$ cat config.mk
export PLATFORM = sky130hd
export DESIGN_NAME = mem_arbiter
export DESIGN_NICKNAME = d
export VERILOG_FILES = /design/src/rtl/mem_arbiter_pkg.sv /design/src/rtl/mem_tag_owner_table.sv /design/src/rtl/mem_arbiter.sv
export SDC_FILE = /design/constraint.sdc
export NUM_CORES = 1
export LEC_CHECK = 0
export ABC_AREA = 0
export BUFFER_PORTS_ARGS = -buffer_cell sky130_fd_sc_hd__buf_4
export CAP_MARGIN = 30
export CORE_AREA = 2 2 151 153
export DETAILED_ROUTE_END_ITERATION = 12
export DIE_AREA = 0 0 153 155
export HOLD_SLACK_MARGIN = 0.12
export PLACE_DENSITY = 0.49
export SLEW_MARGIN = 40
export SYNTH_ARGS = -nofsm -noshare
export SYNTH_HDL_FRONTEND = slang
export SYNTH_HIERARCHICAL = 1
export SYNTH_SLANG_ARGS = --single-unit
$ cat constraint.sdc
create_clock -name clock -period 6.1 [get_ports clock]
set_input_delay 1.525 -clock clock [delete_from_list [all_inputs] [get_ports clock]]
set_output_delay 1.525 -clock clock [all_outputs]
set_load 0.02 [all_outputs]
$ cat src/rtl/mem_arbiter_pkg.sv
// Shared memory-interface types for the arbiter slice: command encoding,
// tag/block/address widths and the per-tag owner record.
package mem_arbiter_pkg;

  localparam int unsigned NUM_MEM_TAGS = 15;

  typedef logic [31:0] ADDR;
  typedef logic [63:0] MEM_BLOCK;
  typedef logic [3:0]  MEM_TAG;

  typedef enum logic [1:0] {
    MEM_NONE  = 2'h0,
    MEM_LOAD  = 2'h1,
    MEM_STORE = 2'h2
  } MEM_COMMAND;

  typedef enum logic {
    OWNER_ICACHE = 1'b0,
    OWNER_DCACHE = 1'b1
  } MEM_OWNER;

  typedef struct packed {
    logic     valid;
    MEM_OWNER owner;
  } MEM_OWNER_ENTRY;

endpackage

$ cat src/rtl/mem_tag_owner_table.sv
// Records which requestor owns each in-flight memory tag; looks up and
// retires the owner of a returning tag and keeps a count of live entries.
module mem_tag_owner_table
  import mem_arbiter_pkg::*;
#(
  parameter int unsigned NUM_TAGS = NUM_MEM_TAGS
) (
  input  logic                          clock,
  input  logic                          reset,
  input  logic                          alloc_en,
  input  MEM_TAG                        alloc_tag,
  input  MEM_OWNER                      alloc_owner,
  input  MEM_TAG                        lookup_tag,
  output logic                          lookup_valid,
  output MEM_OWNER                      lookup_owner,
  output logic [$clog2(NUM_TAGS+1)-1:0] count
);

  localparam int unsigned CNT_W = $clog2(NUM_TAGS + 1);

  MEM_OWNER_ENTRY             entries      [NUM_TAGS];
  MEM_OWNER_ENTRY             entries_next [NUM_TAGS];
  logic           [CNT_W-1:0] count_next;

  // Retire before allocate so a tag reused in its own return cycle ends up
  // owned by the new requestor; the count is taken from the final table.
  always_comb begin
    lookup_valid = 1'b0;
    lookup_owner = OWNER_ICACHE;
    count_next   = '0;
    for (int unsigned i = 0; i < NUM_TAGS; i++) begin
      entries_next[i] = entries[i];
      if (lookup_tag == MEM_TAG'(i + 1)) begin
        lookup_valid          = entries[i].valid;
        lookup_owner          = entries[i].owner;
        entries_next[i].valid = 1'b0;
      end
      if (alloc_en && (alloc_tag == MEM_TAG'(i + 1))) begin
        entries_next[i].valid = 1'b1;
        entries_next[i].owner = alloc_owner;
      end
      count_next = count_next + CNT_W'(entries_next[i].valid);
    end
  end

  always_ff @(posedge clock) begin
    if (reset) begin
      for (int unsigned i = 0; i < NUM_TAGS; i++) begin
        entries[i] <= '0;
      end
      count <= '0;
    end else begin
      for (int unsigned i = 0; i < NUM_TAGS; i++) begin
        entries[i] <= entries_next[i];
      end
      count <= count_next;
    end
  end

endmodule

$ cat src/rtl/mem_arbiter.sv
// Shares the single memory port between icache reads and dcache loads/stores,
// with a starvation guard for the icache and per-tag routing of returned data.
module mem_arbiter
  import mem_arbiter_pkg::*;
#(
  parameter int unsigned NUM_TAGS     = NUM_MEM_TAGS,
  parameter int unsigned STARVE_LIMIT = 4
) (
  input  logic                          clock,
  input  logic                          reset,
  input  logic                          icache_req_valid,
  input  ADDR                           icache_req_addr,
  output logic                          icache_req_accepted,
  input  MEM_COMMAND                    dcache_req_command,
  input  ADDR                           dcache_req_addr,
  input  MEM_BLOCK                      dcache_req_data,
  output logic                          dcache_req_accepted,
  output MEM_TAG                        current_req_tag,
  output MEM_COMMAND                    proc2mem_command,
  output ADDR                           proc2mem_addr,
  output MEM_BLOCK                      proc2mem_data,
  input  MEM_TAG                        mem2proc_transaction_tag,
  input  MEM_BLOCK                      mem2proc_data,
  input  MEM_TAG                        mem2proc_data_tag,
  output MEM_TAG                        icache_data_tag,
  output MEM_TAG                        dcache_data_tag,
  output MEM_BLOCK                      mem_data,
  output logic [$clog2(NUM_TAGS+1)-1:0] outstanding_count,
  output logic                          tag_error
);

  localparam int unsigned SW = $clog2(STARVE_LIMIT + 1);

  logic [SW-1:0] starve_cnt;
  logic          dcache_wants;
  logic          grant_icache;
  logic          grant_dcache;
  logic          mem_took;
  logic          alloc_en;
  MEM_OWNER      alloc_owner;
  logic          lookup_valid;
  MEM_OWNER      lookup_owner;

  always_comb begin
    dcache_wants = (dcache_req_command != MEM_NONE);
    grant_icache = icache_req_valid &&
                   (!dcache_wants || (starve_cnt == SW'(STARVE_LIMIT)));
    grant_dcache = dcache_wants && !grant_icache;
    mem_took     = (mem2proc_transaction_tag != '0);

    icache_req_accepted = grant_icache && mem_took;
    dcache_req_accepted = grant_dcache && mem_took;
    current_req_tag     = mem2proc_transaction_tag;

    proc2mem_command = MEM_NONE;
    proc2mem_addr    = '0;
    proc2mem_data    = '0;
    if (grant_icache) begin
      proc2mem_command = MEM_LOAD;
      proc2mem_addr    = icache_req_addr;
    end else if (grant_dcache) begin
      proc2mem_command = dcache_req_command;
      proc2mem_addr    = dcache_req_addr;
      proc2mem_data    = dcache_req_data;
    end

    // Stores never come back with data, so only accepted loads take a tag.
    alloc_en    = (icache_req_accepted || dcache_req_accepted) &&
                  (proc2mem_command == MEM_LOAD);
    alloc_owner = grant_dcache ? OWNER_DCACHE : OWNER_ICACHE;

    icache_data_tag = (lookup_valid && lookup_owner == OWNER_ICACHE) ? mem2proc_data_tag : '0;
    dcache_data_tag = (lookup_valid && lookup_owner == OWNER_DCACHE) ? mem2proc_data_tag : '0;
    mem_data        = mem2proc_data;
  end

  always_ff @(posedge clock) begin
    if (reset) begin
      starve_cnt <= '0;
      tag_error  <= 1'b0;
    end else begin
      if (icache_req_valid && !icache_req_accepted) begin
        if (starve_cnt != SW'(STARVE_LIMIT)) begin
          starve_cnt <= starve_cnt + SW'(1);
        end
      end else begin
        starve_cnt <= '0;
      end
      if ((mem2proc_data_tag != '0) && !lookup_valid) begin
        tag_error <= 1'b1;
      end
    end
  end

  mem_tag_owner_table #(
    .NUM_TAGS (NUM_TAGS)
  ) u_owner_table (
    .clock        (clock),
    .reset        (reset),
    .alloc_en     (alloc_en),
    .alloc_tag    (mem2proc_transaction_tag),
    .alloc_owner  (alloc_owner),
    .lookup_tag   (mem2proc_data_tag),
    .lookup_valid (lookup_valid),
    .lookup_owner (lookup_owner),
    .count        (outstanding_count)
  );

endmodule
==> impl_metrics.json <==
{
  "total_power_w": 0.000881,
  "cts_tree": "built",
  "cts_hold_buf": 0,
  "antenna_found_initial": 0,
  "worst-setup-path-type": "in -> reg",
  "clock_latency_ns": 0.28,
  "synth_nets": 684,
  "fin_cells": 940,
  "period_share": 0.933,
  "tns_ns": 0,
  "ff2ff_path_depth": 18,
  "synth_top_area_frac": 0.211,
  "start_util": 0.163,
  "area_delta_synth_final_pct": 53.8,
  "floorplan.die_area_mm2": 0.0237,
  "die_y_um": 155,
  "routed_wl_mm": 14.8,
  "crit_top_cell": "fa_1",
  "grt_pass1_vias": 3702,
  "nets": 872,
  "postSynthCellCount": 465,
  "drt_pass1_iterations": 4,
  "r2r_slack_ns": 1.13,
  "layout_common_cells": "buf_4, and2_1, dfxtp_1",
  "cts_resized": 0,
  "yosysUniqueCellTypes": 51,
  "ios": 386,
  "rows": 55,
  "path_clk_slew_ns": 0.06,
  "syn_avg_cell_area_um2": 7.77,
  "syn_area_mm2": 0.00361,
  "final_common_cell": "buf_4",
  "synthTopCellsByArea": "dfxtp_1, buf_4, and2_1",
  "ir_drop_v": 0.0000926,
  "cts_root_buf": "clkbuf_16",
  "cap_violations": 0,
  "cp.arrival_ns": 5.91,
  "pre_cts_ws_ns": 0.117,
  "critical-path-top-delay-family": "adder cells",
  "skew_ns": 0.00586,
  "synth-edff-count": 0,
  "dp_cells": 931,
  "critPathRequiredTime_ns": 6.32,
  "outcome": "finished clean",
  "drt_iter0_drc": 220,
  "crit_fanout": 4,
  "multi_input_area_mm2": 0.00212,
  "r2r-start": "starve_cnt[0]$_SDFFE_PP0N_",
  "setup_viol": 0,
  "clock_sinks": 38,
  "grt_pass1_wl_mm": 21.6,
  "synth_area_leader_cell": "dfxtp_1",
  "drt-vias-per-instance": 4.04,
  "die_x_um": 153,
  "seqCellArea_um2": 761,
  "pwr_density_cell_mw_per_mm2": 158,
  "vias": 3794,
  "cpMaxStageDelayCell": "fa_1",
  "ys.flop_type": "dfxtp_1",
  "ant_nets": 0,
  "cp-end-kind": "flip-flop",
  "max_slew_margin": 0.610,
  "routedWlPerCell_um": 15.8,
  "rsz0062_at_grt": "no",
  "hold_class": "reg -> reg",
  "p_leak_nw": 2.74,
  "cpPeakStageDelay_ns": 0.51,
  "drive_gt1_frac": 0.450,
  "period_needed_ns": 5.69,
  "dp_hpwl_mm": 12.3,
  "path_buf_inv": 4,
  "cts_setup_buffers": 0,
  "ys_warn_count": 6,
  "grt.overflow.total": 0,
  "setup_ws_ns": 0.411,
  "crit_path_end": "u_owner_table/count[1]$_SDFF_PP0_",
  "synth_seq_cells": 38,
  "track_usage": 0.117,
  "drv_slew": 0,
  "drc": 0,
  "cts.htree.levels": 2,
  "place.gp.congestion": 0.764,
  "finalHoldViolations": 0,
  "core_mm2": 0.0222,
  "cts_buffers": 5,
  "path_depth": 17,
  "port_buffers": 257,
  "startpoint": "dcache_req_command[1]",
  "grt_max_degree": 63,
  "fmax_ghz": 0.176,
  "yosysSeqAreaShare": 0.211,
  "clockBufferDepth": 2,
  "hold_start": "u_owner_table/entries[1][12]$_SDFFE_PP0P_",
  "reg2reg_to": "u_owner_table/count[1]$_SDFF_PP0_",
  "async_reset_ff_frac": 0,
  "cp_cell_sequence": "buf_4 -> nor2_1 -> o21ai_0 -> a21oi_1 -> or3b_1 -> or2_2 -> nand2_1 -> fa_1 -> fa_1 -> fa_1 -> inv_1 -> fa_1 -> inv_1 -> fa_1 -> inv_1 -> fa_1 -> nor2_1",
  "n_fill_cell": 2458,
  "cp-start-kind": "input pin",
  "tightest_slew_ns": 0.583
}
flip-flops by register name, summed over array words and instances (netlist names):
signal and cells:
u_owner_table/count 4, starve_cnt 3, tag_error 1, u_owner_table/entries 30
Yosys cell counts (3+ instances only):
library cell,n
buf_6,4
clkbuf_1,15
ha_1,4
nand2b_1,5
a21oi_1,25
o21ai_0,13
a22o_1,32
or3_1,3
nand3b_1,3
and2_1,69
nand2_1,36
and3_1,5
mux2i_1,7
nor2b_1,13
fa_1,10
inv_1,18
dfxtp_1,38
buf_2,7
nor2_1,35
a21o_1,6
nand3_1,8
buf_4,70
how the worst min path moves through the flow:
stage / end / slack, ns / depth (start not counted)
finish: u_owner_table/entries[1][12]$_SDFFE_PP0P_ / 0.48 / 2
global route: starve_cnt[1]$_SDFFE_PP0N_ / 0.50 / 2
CTS: u_owner_table/entries[1][12]$_SDFFE_PP0P_ / 0.47 / 2
detailed placement: u_owner_table/entries[1][12]$_SDFFE_PP0P_ / 0.46 / 2
global placement: tag_error$_SDFFE_PP0P_ / 0.46 / 2
floorplan: u_owner_table/entries[1][8]$_SDFFE_PP0P_ / 0.45 / 2
layer usage:
metal  vias to the layer above  GRT usage  part of all wire
li1                       1872          -                 -
met1                      1724      0.152              0.41
met2                       175      0.190              0.49
met3                        23     0.0318             0.085
met4                         0     0.0357             0.018
met5                         -          0                 0
cell families (layout without fill, tap and decap cells):
family	Yosys count	count (layout)	share of synthesized area
compound gates	94	94	0.188
xor+xnor	2	2	0.00485
fa+ha+maj	14	14	0.0693
buf+inv	115	304	0.203
flops	38	38	0.211
mux	11	11	0.0402
other cells	0	1	0
simple gates	191	191	0.284
area by class of cell:
type,count,area share
Antenna cell,1,0.000450
Sequential cell,38,0.137
Inverter,18,0.0122
Clock buffer,6,0.0250
Clock inverter,2,0.00225
Multi-Input combinational cell,312,0.381
Tap cell,285,0.0641
Timing Repair Buffer,278,0.378
tightest hold or removal path, delay by kind of cell, from the launching register on:
kind	cells	cell delay, ns
AO/OA/AOI/OAI	2	0.12
flip-flops	1	0.31
power breakdown:
| part | switching, W | leakage, nW | internal (W) |
|---|---|---|---|
| Combinational | 0.000177 | 2.36 | 0.000176 |
| Sequential | 0.00000384 | 0.308 | 0.000255 |
| Clock | 0.000107 | 0.0729 | 0.000162 |
metrics by stage:
step / area (µm²) / hold slack (ns) / utilization
after floorplan: 3610 / 0.449 / -
after global placement: 5410 / 0.455 / 0.243
after detailed placement: 5410 / 0.464 / 0.243
after CTS: 5560 / 0.473 / 0.250
after global routing: 5560 / 0.504 / 0.250
final: 5560 / 0.476 / 0.250
Power figures use the tool's default switching activity.
